[src/rtl/argmax_stream_if.sv]
// Score-in / result-out stream bundle for the argmax selector.
// The master side feeds scores and consumes results; the slave side is the selector.
interface argmax_stream_if #(
    parameter int NUM_CLASSES = 10,
    parameter int SCORE_W     = 16
);
    localparam int IDX_W = $clog2(NUM_CLASSES);

    logic               in_valid;
    logic               in_ready;
    logic [SCORE_W-1:0] in_score;
    logic               in_last;
    logic               out_valid;
    logic               out_ready;
    logic [IDX_W-1:0]   out_index;
    logic [SCORE_W-1:0] out_score;
    logic [SCORE_W-1:0] out_margin;
    logic               out_err;

    modport master (
        output in_valid, in_score, in_last, out_ready,
        input  in_ready, out_valid, out_index, out_score, out_margin, out_err
    );

    modport slave (
        input  in_valid, in_score, in_last, out_ready,
        output in_ready, out_valid, out_index, out_score, out_margin, out_err
    );
endinterface

[src/rtl/argmax_stream.sv]
// Streaming argmax: tracks best and runner-up over one score per beat.
// Emits the winning index, score and margin per vector on a held valid/ready output.
module argmax_stream #(
    parameter int NUM_CLASSES = 10,
    parameter int SCORE_W     = 16,
    parameter int SIGNED      = 1,
    parameter int TIE_LOW     = 1
) (
    input logic           clk,
    input logic           rst,
    argmax_stream_if.slave bus
);
    localparam int IDX_W = $clog2(NUM_CLASSES);
    localparam logic [IDX_W-1:0] LAST_CNT = IDX_W'(NUM_CLASSES - 1);
    localparam logic [SCORE_W-1:0] MIN_SCORE =
        (SIGNED != 0) ? {1'b1, {(SCORE_W-1){1'b0}}} : {SCORE_W{1'b0}};

    typedef enum logic [0:0] {S_IDLE = 1'b0, S_ACC = 1'b1} state_t;

    state_t             state_q,      state_d;
    logic [IDX_W-1:0]   cnt_q,        cnt_d;
    logic [SCORE_W-1:0] best_q,       best_d;
    logic [SCORE_W-1:0] second_q,     second_d;
    logic [IDX_W-1:0]   best_idx_q,   best_idx_d;
    logic               out_valid_q,  out_valid_d;
    logic [IDX_W-1:0]   out_index_q,  out_index_d;
    logic [SCORE_W-1:0] out_score_q,  out_score_d;
    logic [SCORE_W-1:0] out_margin_q, out_margin_d;
    logic               out_err_q,    out_err_d;

    logic               in_ready_s;
    logic               accept_s;
    logic               at_end_s;
    logic [SCORE_W-1:0] nb_s;
    logic [SCORE_W-1:0] ns_s;
    logic [IDX_W-1:0]   ni_s;

    function automatic logic gt(input logic [SCORE_W-1:0] a, input logic [SCORE_W-1:0] b);
        if (SIGNED != 0) begin
            return $signed(a) > $signed(b);
        end else begin
            return a > b;
        end
    endfunction

    assign in_ready_s = rst && !(out_valid_q && !bus.out_ready);
    assign accept_s   = bus.in_valid && in_ready_s;
    assign at_end_s   = (cnt_q == LAST_CNT);

    // Top-two update including the current beat.
    always_comb begin
        nb_s = best_q;
        ns_s = second_q;
        ni_s = best_idx_q;
        if (state_q == S_IDLE) begin
            nb_s = bus.in_score;
            ns_s = MIN_SCORE;
            ni_s = {IDX_W{1'b0}};
        end else if (gt(bus.in_score, best_q)) begin
            nb_s = bus.in_score;
            ns_s = best_q;
            ni_s = cnt_q;
        end else if (bus.in_score == best_q) begin
            ns_s = bus.in_score;
            if (TIE_LOW == 0) begin
                ni_s = cnt_q;
            end else begin
                ni_s = best_idx_q;
            end
        end else if (gt(bus.in_score, second_q)) begin
            ns_s = bus.in_score;
        end else begin
            ns_s = second_q;
        end
    end

    // Next-state: accumulation, vector close and output hold/handover.
    always_comb begin
        state_d      = state_q;
        cnt_d        = cnt_q;
        best_d       = best_q;
        second_d     = second_q;
        best_idx_d   = best_idx_q;
        out_valid_d  = out_valid_q;
        out_index_d  = out_index_q;
        out_score_d  = out_score_q;
        out_margin_d = out_margin_q;
        out_err_d    = out_err_q;
        if (bus.out_ready) begin
            out_valid_d = 1'b0;
        end else begin
            out_valid_d = out_valid_q;
        end
        if (accept_s) begin
            if (bus.in_last || at_end_s) begin
                // best >= second always, so the wrap-free SCORE_W-bit difference is exact.
                out_valid_d  = 1'b1;
                out_index_d  = ni_s;
                out_score_d  = nb_s;
                out_margin_d = nb_s - ns_s;
                out_err_d    = bus.in_last ^ at_end_s;
                state_d      = S_IDLE;
                cnt_d        = {IDX_W{1'b0}};
                best_d       = {SCORE_W{1'b0}};
                second_d     = {SCORE_W{1'b0}};
                best_idx_d   = {IDX_W{1'b0}};
            end else begin
                state_d    = S_ACC;
                cnt_d      = cnt_q + 1'b1;
                best_d     = nb_s;
                second_d   = ns_s;
                best_idx_d = ni_s;
            end
        end else begin
            state_d = state_q;
        end
    end

    // State registers with synchronous active-low reset.
    always_ff @(posedge clk) begin
        if (!rst) begin
            state_q      <= S_IDLE;
            cnt_q        <= {IDX_W{1'b0}};
            best_q       <= {SCORE_W{1'b0}};
            second_q     <= {SCORE_W{1'b0}};
            best_idx_q   <= {IDX_W{1'b0}};
            out_valid_q  <= 1'b0;
            out_index_q  <= {IDX_W{1'b0}};
            out_score_q  <= {SCORE_W{1'b0}};
            out_margin_q <= {SCORE_W{1'b0}};
            out_err_q    <= 1'b0;
        end else begin
            state_q      <= state_d;
            cnt_q        <= cnt_d;
            best_q       <= best_d;
            second_q     <= second_d;
            best_idx_q   <= best_idx_d;
            out_valid_q  <= out_valid_d;
            out_index_q  <= out_index_d;
            out_score_q  <= out_score_d;
            out_margin_q <= out_margin_d;
            out_err_q    <= out_err_d;
        end
    end

    assign bus.in_ready   = in_ready_s;
    assign bus.out_valid  = out_valid_q;
    assign bus.out_index  = out_index_q;
    assign bus.out_score  = out_score_q;
    assign bus.out_margin = out_margin_q;
    assign bus.out_err    = out_err_q;
endmodule

[src/flat_wrapper.sv]
// flat-port wrapper written by rule: the top's interface ports become plain ports
module argmax_stream_flat 
#(
    parameter int NUM_CLASSES = 10,
    parameter int SCORE_W     = 16,
    parameter int SIGNED      = 1,
    parameter int TIE_LOW     = 1
)
  (clk, rst, bus_in_valid, bus_in_score, bus_in_last, bus_out_ready, bus_in_ready, bus_out_valid, bus_out_index, bus_out_score, bus_out_margin, bus_out_err);
  argmax_stream_if #(.NUM_CLASSES(NUM_CLASSES), .SCORE_W(SCORE_W)) bus_i ();
  input logic clk;
  input logic rst;
  input wire logic [$bits(bus_i.in_valid)-1:0] bus_in_valid;
  input wire logic [$bits(bus_i.in_score)-1:0] bus_in_score;
  input wire logic [$bits(bus_i.in_last)-1:0] bus_in_last;
  input wire logic [$bits(bus_i.out_ready)-1:0] bus_out_ready;
  output wire logic [$bits(bus_i.in_ready)-1:0] bus_in_ready;
  output wire logic [$bits(bus_i.out_valid)-1:0] bus_out_valid;
  output wire logic [$bits(bus_i.out_index)-1:0] bus_out_index;
  output wire logic [$bits(bus_i.out_score)-1:0] bus_out_score;
  output wire logic [$bits(bus_i.out_margin)-1:0] bus_out_margin;
  output wire logic [$bits(bus_i.out_err)-1:0] bus_out_err;
  assign bus_i.in_valid = bus_in_valid;
  assign bus_i.in_score = bus_in_score;
  assign bus_i.in_last = bus_in_last;
  assign bus_i.out_ready = bus_out_ready;
  assign bus_in_ready = bus_i.in_ready;
  assign bus_out_valid = bus_i.out_valid;
  assign bus_out_index = bus_i.out_index;
  assign bus_out_score = bus_i.out_score;
  assign bus_out_margin = bus_i.out_margin;
  assign bus_out_err = bus_i.out_err;
  argmax_stream #(.NUM_CLASSES(NUM_CLASSES), .SCORE_W(SCORE_W), .SIGNED(SIGNED), .TIE_LOW(TIE_LOW)) u_core (.clk(clk), .rst(rst), .bus(bus_i));
endmodule
[config.mk]
export PLATFORM = sky130hd
export DESIGN_NAME = argmax_stream_flat
export DESIGN_NICKNAME = d
export VERILOG_FILES = /design/src/rtl/argmax_stream_if.sv /design/src/rtl/argmax_stream.sv /design/src/flat_wrapper.sv
export SDC_FILE = /design/constraint.sdc
export NUM_CORES = 1
export LEC_CHECK = 0
export BUFFER_PORTS_ARGS = -buffer_cell sky130_fd_sc_hd__buf_2
export CAP_MARGIN = 20
export CORE_ASPECT_RATIO = 1.1
export CORE_MARGIN = 2
export CORE_UTILIZATION = 27
export DETAILED_ROUTE_END_ITERATION = 10
export HOLD_SLACK_MARGIN = 0.02
export PLACE_DENSITY = 0.4
export SLEW_MARGIN = 5
export SYNTH_ARGS = -nofsm -noshare
export SYNTH_HDL_FRONTEND = slang
export SYNTH_SLANG_ARGS = --single-unit
export TNS_END_PERCENT = 10
[constraint.sdc]
create_clock -name clk -period 6.9 [get_ports clk]
set_input_delay 0.69 -clock clk [delete_from_list [all_inputs] [get_ports clk]]
set_output_delay 0.69 -clock clk [all_outputs]
set_load 0.05 [all_outputs]
==> out/summary.txt, run 1 <==
Via count of the first global-routing pass: 4393
Initial DRT Pass Iterations: 5
Amount of wire on met2 after detailed routing: 6.33 mm
Final min period: 5.44 ns
Global placer's final weighted congestion: 0.826
Synthesized Nets: 683
Depth of the worst hold-timing path: 2
Most used flip-flop cell after synthesis: dfxtp_1
Source of the worst register-to-register timing path: u_core.best_q[15]$_SDFFE_PN0P_
Hold wc startpoint: u_core.bus.out_index[1]$_SDFFE_PN0P_
Post-Route WL: 14.8 mm
Cell count of the worst reg-to-reg path: 21
Pin count of the biggest net entering global routing: 55
Wire length on met3: 415 um
Post-DRT Antenna Nets: 0
Minimum setup slack after placement: 1.10 ns
Overall via count from detail_route: 4456
Total Routing Usage GR: 0.156
Count of final setup violators: 0
Core area: 18400 um2
Congestion Overflow GR: 0
Die Footprint: 19800 um2
Sum of negative setup slack: 0 ns
Crit end category: register
Leakage component of the power: 2.49 nW
Worst-path clk slew: 0.06 ns
Crit-path max cell delay: 0.58 ns
Later-pin clock latency in the skew report: 0.35 ns
Register area share after synthesis: 0.313
Startpoint class of the critical path: register
Cell at the root of the clock tree: clkbuf_16
Final worst setup slack: 1.46 ns
Max_slew headroom: 0.349
Areal power density over the cells: 224 nW/um2
Maximum fanout encountered on the critical timing path: 40
Top-level I/O count: 60
Setup repair after global routing missed its margin: false
Number of buffers on the longest clock path: 2
Starting density of the core: 0.275
Worst min-delay path class: register to register
Die span in y: 148 um
Starting DRT DRC Count: 187
Post-cts hold buffer count: 0
Synth warn: 0
Register bit count reported by yosys: 79
Number of sinks driven by the clock tree: 79
Hold Fails Final Rpt: 0
Pins over their slew limit: 0
Routed metal-1 wire length: 7.85 mm
Critical-path top delay cell: nand2_2
Top routing layer in use: met4
Routed via count divided by cell count: 4.95
Global-route wire length before repair: 24.3 mm
Critical path, cell by cell: inv_1, ha_1, and4_1, a21oi_1, and4_1, a31oi_2, nand2_2, and2_4, nor2_1, a21oi_1, ha_1, inv_1, fa_1, a21o_1, a21oi_1, o21bai_1, a2111o_1, a31o_2, a21oi_1, xor2_1, o21ai_0
Detail-routed net length per standard cell: 16.5 um
Highest achievable clock rate: 184 MHz
Mean instance size in the synthesized netlist: 8.29 um2
Number of buffer cells added on primary ports: 59
Final layout net count: 725
Post-CTS Setup Repair Bufs: 0
Result of the run: complete, no violations
Half-perimeter wire length after placement: 11.0 mm
Fraction of final layout cells with drive strength greater than 1: 0.174
Arrival time of the worst setup path: 5.64 ns
Required arrival time at the worst endpoint: 7.10 ns
Quantity of gates resized following cts: 0
Number of max-capacitance violations reported: 0
Ys async rst share: 0
Antenna violations before repair: 0
CP startpoint: u_core.best_q[15]$_SDFFE_PN0P_
CTS H-tree depth: 3
Count of flip-flops with a built-in enable after synthesis: 0
Placement Rows: 52
Area grow syn2layout: 15.5%
Cells after synthesis: 610
Number of buffers created by CTS: 9
Share of the clock period used by the worst path: 0.789
Critical setup path kind: register to register
Cell area after synthesis: 5060 um2
Post-route DRC violation count: 0
Cell occurring most often along the worst timing path: a21oi_1
Maximum ir drop on the vdd rail: 0.000121 V
Pin slew with the least headroom to its limit: 0.977 ns
Count of distinct cell types in the synthesized netlist: 56
Antenna Cells: 0
CTS tree: built
Width of the die: 134 um
Maximum clock skew at final layout: 0.00754 ns
[routing by layer]
layer | up-vias | global-route usage
li1 | 2264 | -
met1 | 2108 | 0.228
met2 | 69 | 0.232
met3 | 15 | 0.0274
met4 | 0 | 0.0484
met5 | - | 0
[state kept, by name, indices dropped and copies added, names as in the netlist]
name and count:
u_core.cnt_q 4, u_core.bus.out_err 1, u_core.best_q 16, u_core.best_idx_q 4
u_core.second_q 16, u_core.bus.out_score 16, u_core.bus.out_margin 16, u_core.bus.out_valid 1
u_core.bus.out_index 4, u_core.state_q 1
[worst paths after layout]
check | endpoint | slack, ns
max | u_core.bus.out_margin[10]$_SDFFE_PN0P_ | 1.46
min | u_core.bus.out_index[1]$_SDFFE_PN0P_ | 0.45
max reg2reg | u_core.bus.out_margin[10]$_SDFFE_PN0P_ | 1.46
min reg2reg | u_core.bus.out_index[1]$_SDFFE_PN0P_ | 0.45
[synthesized netlist by cell type, types with 2 or more instances]
cell type   n  area share
a21o_1      6      0.0089
nand2b_1    5      0.0062
and2_4      2      0.0035
a32oi_1     4      0.0069
a22o_1     31       0.054
mux2_2     17       0.038
a2111o_1    2      0.0045
mux2i_1    16       0.032
buf_2       4      0.0040
xnor2_1     6       0.010
nand4_1    10       0.012
a31oi_1     2      0.0025
nor2_1     57       0.042
o21ai_1     2      0.0020
dfxtp_1    79        0.31
a22oi_1    15       0.022
xor2_1      8       0.014
clkbuf_1   26       0.019
o31ai_1     2      0.0030
nand3b_1    3      0.0045
nand3_1    45       0.045
and4_1      2      0.0035
nand2_1    66       0.049
o211ai_1    3      0.0045
nand2_2     2      0.0025
inv_1      37       0.027
a21oi_1    45       0.045
ha_1       51        0.13
buf_6       2      0.0045
and2_1      3      0.0037
o21ai_0    22       0.022
and3_1      7      0.0087
nor3_1      3      0.0030
nor2b_1     3      0.0037
[per-stage QoR]
step | power (mW) | cell area (um2) | cells | hold slack [ns] | util
after CTS | 1.33 | 5840 | 900 | 0.456 | 0.317
after global placement | 0.824 | 5540 | 884 | 0.443 | 0.301
after detailed placement | 0.823 | 5540 | 884 | 0.444 | 0.301
final | 1.31 | 5840 | 900 | 0.454 | 0.317
after global routing | 1.38 | 5840 | 900 | 0.467 | 0.317
after floorplan | 0.745 | 5060 | 610 | 0.444 | -
[final cells by class]
class                      instances  area, um2
tap                              243        304
fill                            1994      12600
sequential                        79       1580
multi-input combinational        460       3170
timing repair buffer              65        340
clock inverter                     6       66.3
clock buffer                      10        239
inverter                          37        139
[cell families (layout without fill, tap and decap cells)]
group / Yosys count / in the layout / synth area share
and+or+nand+nor: 213 / 213 / 0.198
muxes: 34 / 34 / 0.0725
buffers and inverters: 71 / 118 / 0.0606
adders and majority gates: 52 / 52 / 0.130
AOI/OAI and AO/OA: 147 / 147 / 0.201
xor gates and xnor gates: 14 / 14 / 0.0242
DFF: 79 / 79 / 0.313
[report_power, final]
group / internal, mW / leakage (nW) / switching (mW)
registers: 0.475 / 0.642 / 0.0147
logic: 0.111 / 1.70 / 0.211
clock network: 0.292 / 0.153 / 0.206
[cells in the final DEF, fill, tap and decap left out, drive strengths merged, types with 8 or more instances in the layout]
master | Yosys | layout
dfxtp | 79 | 79
nand2 | 69 | 69
buf | 8 | 65
nor2 | 57 | 57
ha | 51 | 51
a21oi | 46 | 46
nand3 | 45 | 45
inv | 37 | 39
a22o | 31 | 31
o21ai | 24 | 24
mux2 | 18 | 18
mux2i | 16 | 16
a22oi | 16 | 16
nand4 | 10 | 10
clkbuf | 26 | 10
xor2 | 8 | 8
[critical path: cells and delay by family, from the launching register on]
kind,cells,cell delay [ns]
AOI/OAI and AO/OA,10,2.00
xor gates and xnor gates,1,0.16
adders and majority gates,3,0.95
buffers and inverters,2,0.21
DFF,1,0.45
and+or+nand+nor,5,1.51
Note: power is estimated with default switching activity, not from simulation.
==> run 2, diff against run 1 <==
Settings changed: ABC_AREA from default to 1.
Clock period 6.9 ns to 5.56 ns, I/O delays scaled along.
==> run 2 against run 1 <==
Synthesized area is 0.57% higher. Core utilization increased by 0.41 points. Combinational power up 11%. Global-route usage is 0.68 points lower. First-iteration DRC count up 27%. Critical endpoint is now u_core.bus.out_margin[12]$_SDFFE_PN0P_. Cell area is 1.3% higher. Clock power grew 36%. Hold slack lost 0.0090 ns. Setup slack worse by 0.29 ns. Critical path depth grew 1. Sequential power rose by 23%.
==> out/summary.txt, run 2 <==
Count of distinct cell types in the synthesized netlist: 39
Most common cell in the synthesized netlist: nand2_1
Cells after synthesis: 704
Post-DRT Antenna Nets: 0
Count of final setup violators: 0
Pins over their slew limit: 0
Most used standard cells in the synthesized netlist: nand2_1, inv_1, dfxtp_1
Arrival time of the worst setup path: 4.67 ns
Starting density of the core: 0.276
Top-level I/O count: 60
Half-perimeter wire length after placement: 10.8 mm
Most Used Layer, Global Route: met2
Number of max-capacitance violations reported: 0
Required arrival time at the worst endpoint: 5.84 ns
Mux contribution to synthesized area: 0
Maximum fanout encountered on the critical timing path: 19
Post-route DRC violation count: 0
Antenna violations before repair: 1
Cell occurring most often along the worst timing path: nand2_1
Hold Fails Final Rpt: 0
Register area share after synthesis: 0.311
Routing usage on met2: 0.235
Post-cts hold buffer count: 0
Leakage component of the power: 2.59 nW
Placed instance count: 983
Die span in y: 148 um
Final worst hold slack: 0.445 ns
Sum of negative setup slack: 0 ns
Pin count of the biggest net entering global routing: 41
Post-synthesis share of cell area spent on and, or, nand and nor gates: 0.215
Non-filler instance count after layout: 999
Most used flip-flop cell after synthesis: dfxtp_1
Initial DRT Pass Iterations: 4
Global-route wire length before repair: 22.9 mm
Starting DRT DRC Count: 237
Register bit count reported by yosys: 79
Placement Rows: 52
Highest achievable clock rate: 228 MHz
Combinational family with the most area after synthesis: compound AO/OA/AOI/OAI gates
Critical-path top delay cell: fa_1
Number of buffers on the longest clock path: 2
Critical setup path kind: register to register
CP startpoint: u_core.best_q[15]$_SDFFE_PN0P_
Fraction of the mapped netlist area in adder cells: 0.129
Crit-path max cell delay: 0.41 ns
Fraction of final layout cells with drive strength greater than 1: 0.168
Worst min-delay path class: register to register
Critical path, cell by cell: inv_1, ha_1, nand2_2, nor4_4, nand3_2, nand3_4, nand2_2, o21ai_1, ha_1, inv_1, fa_1, nand3_1, nand3_1, nand2_1, nand2_1, a21oi_1, o21ai_0, a31oi_1, o21ai_0, nand2_1, nand2_1, o21ai_0
Total Routing Usage GR: 0.149
Synth Area in Compound Gates: 0.226
Number of buffer cells added on primary ports: 59
CTS H-tree depth: 3
Congestion Overflow GR: 0
Share of the clock period used by the worst path: 0.790
Detail-routed net length per standard cell: 14.4 um
Final min period: 4.39 ns
Routed via count divided by cell count: 4.55
Maximum ir drop on the vdd rail: 0.000149 V
Areal power density over the cells: 277 nW/um2
Startpoint class of the critical path: register
Global routing met1 resource utilization: 0.205
Max_slew headroom: 0.412
Core area: 18400 um2
Synth Area in XOR/XNOR: 0.0121
Synthesized Nets: 777
Setup repair after global routing missed its margin: false
Kind of cell adding the most delay to the critical path: simple AND/OR/NAND/NOR gates
Global placer's final weighted congestion: 0.781
Crit end category: register
Leading cell types in the layout, fill and taps excluded: nand2_1, inv_1, dfxtp_1, a21oi_1, buf_2
Result of the run: complete, no violations
Fraction of synthesized cell area taken by the top area cell type: 0.311
Width of the die: 135 um
Number of sinks driven by the clock tree: 79
Synth warn: 0
Ys async rst share: 0
Count of flip-flops with a built-in enable after synthesis: 0
Global routing usage on met3: 0.0206
Final-layout fill cell count: 1989
Quantity of gates resized following cts: 0
Pin slew with the least headroom to its limit: 0.878 ns
Final Util: 0.321
Overall via count from detail_route: 4545
Post-Route WL: 14.4 mm
Source of the worst register-to-register timing path: u_core.best_q[15]$_SDFFE_PN0P_
Number of buffers created by CTS: 9
Via count of the first global-routing pass: 4343
Mean instance size in the synthesized netlist: 7.22 um2
Hold wc startpoint: u_core.cnt_q[2]$_SDFFE_PN0P_
CTS tree: built
Largest cells by area after synthesis: dfxtp_1, nand2_1, ha_1
Post-synthesis cell type with the largest combined area: dfxtp_1
Later-pin clock latency in the skew report: 0.35 ns
CP Buf/Inv Count: 2
Post-CTS Setup Repair Bufs: 0
Cell area after synthesis: 5090 um2
Final layout net count: 824
Die Footprint: 20000 um2
Commonest non-fill, non-tap cell in the layout: nand2_1
Antenna Cells: 0
Area grow syn2layout: 16.4%
Cell at the root of the clock tree: clkbuf_16
Maximum clock skew at final layout: 0.00543 ns
Worst-path clk slew: 0.06 ns
[run 2: changes by cell type after synthesis, moves of 13 or more]
| cell | delta |
|---|---|
| nand2_1 | +129 |
| nand3_1 | -20 |
| inv_1 | +66 |
| o21ai_0 | +21 |
| mux2i_1 | -16 |
| a21oi_1 | +21 |
| a22oi_1 | -15 |
| nor2_1 | -34 |
| o22ai_2 | +15 |
| o21ai_2 | +13 |
| mux2_2 | -17 |
[run 2: logic make-up (layout without fill, tap and decap cells)]
logic type	count (synthesis)	count (layout)
flip-flops	79	79
AO/OA/AOI/OAI	174	174
adder cells (fa/ha/maj)	52	52
AND/OR/NAND/NOR	259	259
buffers and inverters	133	185
XOR/XNOR	7	7
[run 2: path summary, 6_finish.rpt]
kind / to / slack (ns) / cells past startpoint
hold reg to reg: u_core.cnt_q[2]$_SDFFE_PN0P_ / 0.45 / 1
hold / removal: u_core.cnt_q[2]$_SDFFE_PN0P_ / 0.45 / 1
setup / recovery: u_core.bus.out_margin[12]$_SDFFE_PN0P_ / 1.17 / 22
setup reg to reg: u_core.bus.out_margin[12]$_SDFFE_PN0P_ / 1.17 / 22
[run 2: per-layer routing]
| metal | part of all wire | wire length, um |
|---|---|---|
| met4 | 0.017 | 245 |
| met1 | 0.50 | 7140 |
| met5 | 0.00077 | 11 |
| met2 | 0.44 | 6300 |
| met3 | 0.046 | 654 |
[run 2: area by class of cell]
class	count	area, um2	area share
multi-input combinational	492	2970	0.502
clock buffer	12	256	0.0433
timing repair buffer	65	340	0.0575
clock inverter	4	76.3	0.0129
inverter	104	390	0.0660
tap	243	304	0.0514
sequential	79	1580	0.267
[run 2: power breakdown]
part | total (mW) | switching [mW] | internal (mW) | leakage (nW)
clock | 0.677 | 0.257 | 0.420 | 0.159
combinational | 0.358 | 0.249 | 0.109 | 1.79
sequential | 0.601 | 0.0128 | 0.589 | 0.643
[run 2: stage by stage]
step | power [mW] | area, um2 | worst slack, ns
floorplan | 0.883 | 5090 | 1.73
global placement | 0.973 | 5590 | 0.952
detailed placement | 0.975 | 5590 | 0.892
CTS | 1.66 | 5920 | 1.18
global route | 1.72 | 5920 | 0.788
finish | 1.64 | 5920 | 1.17
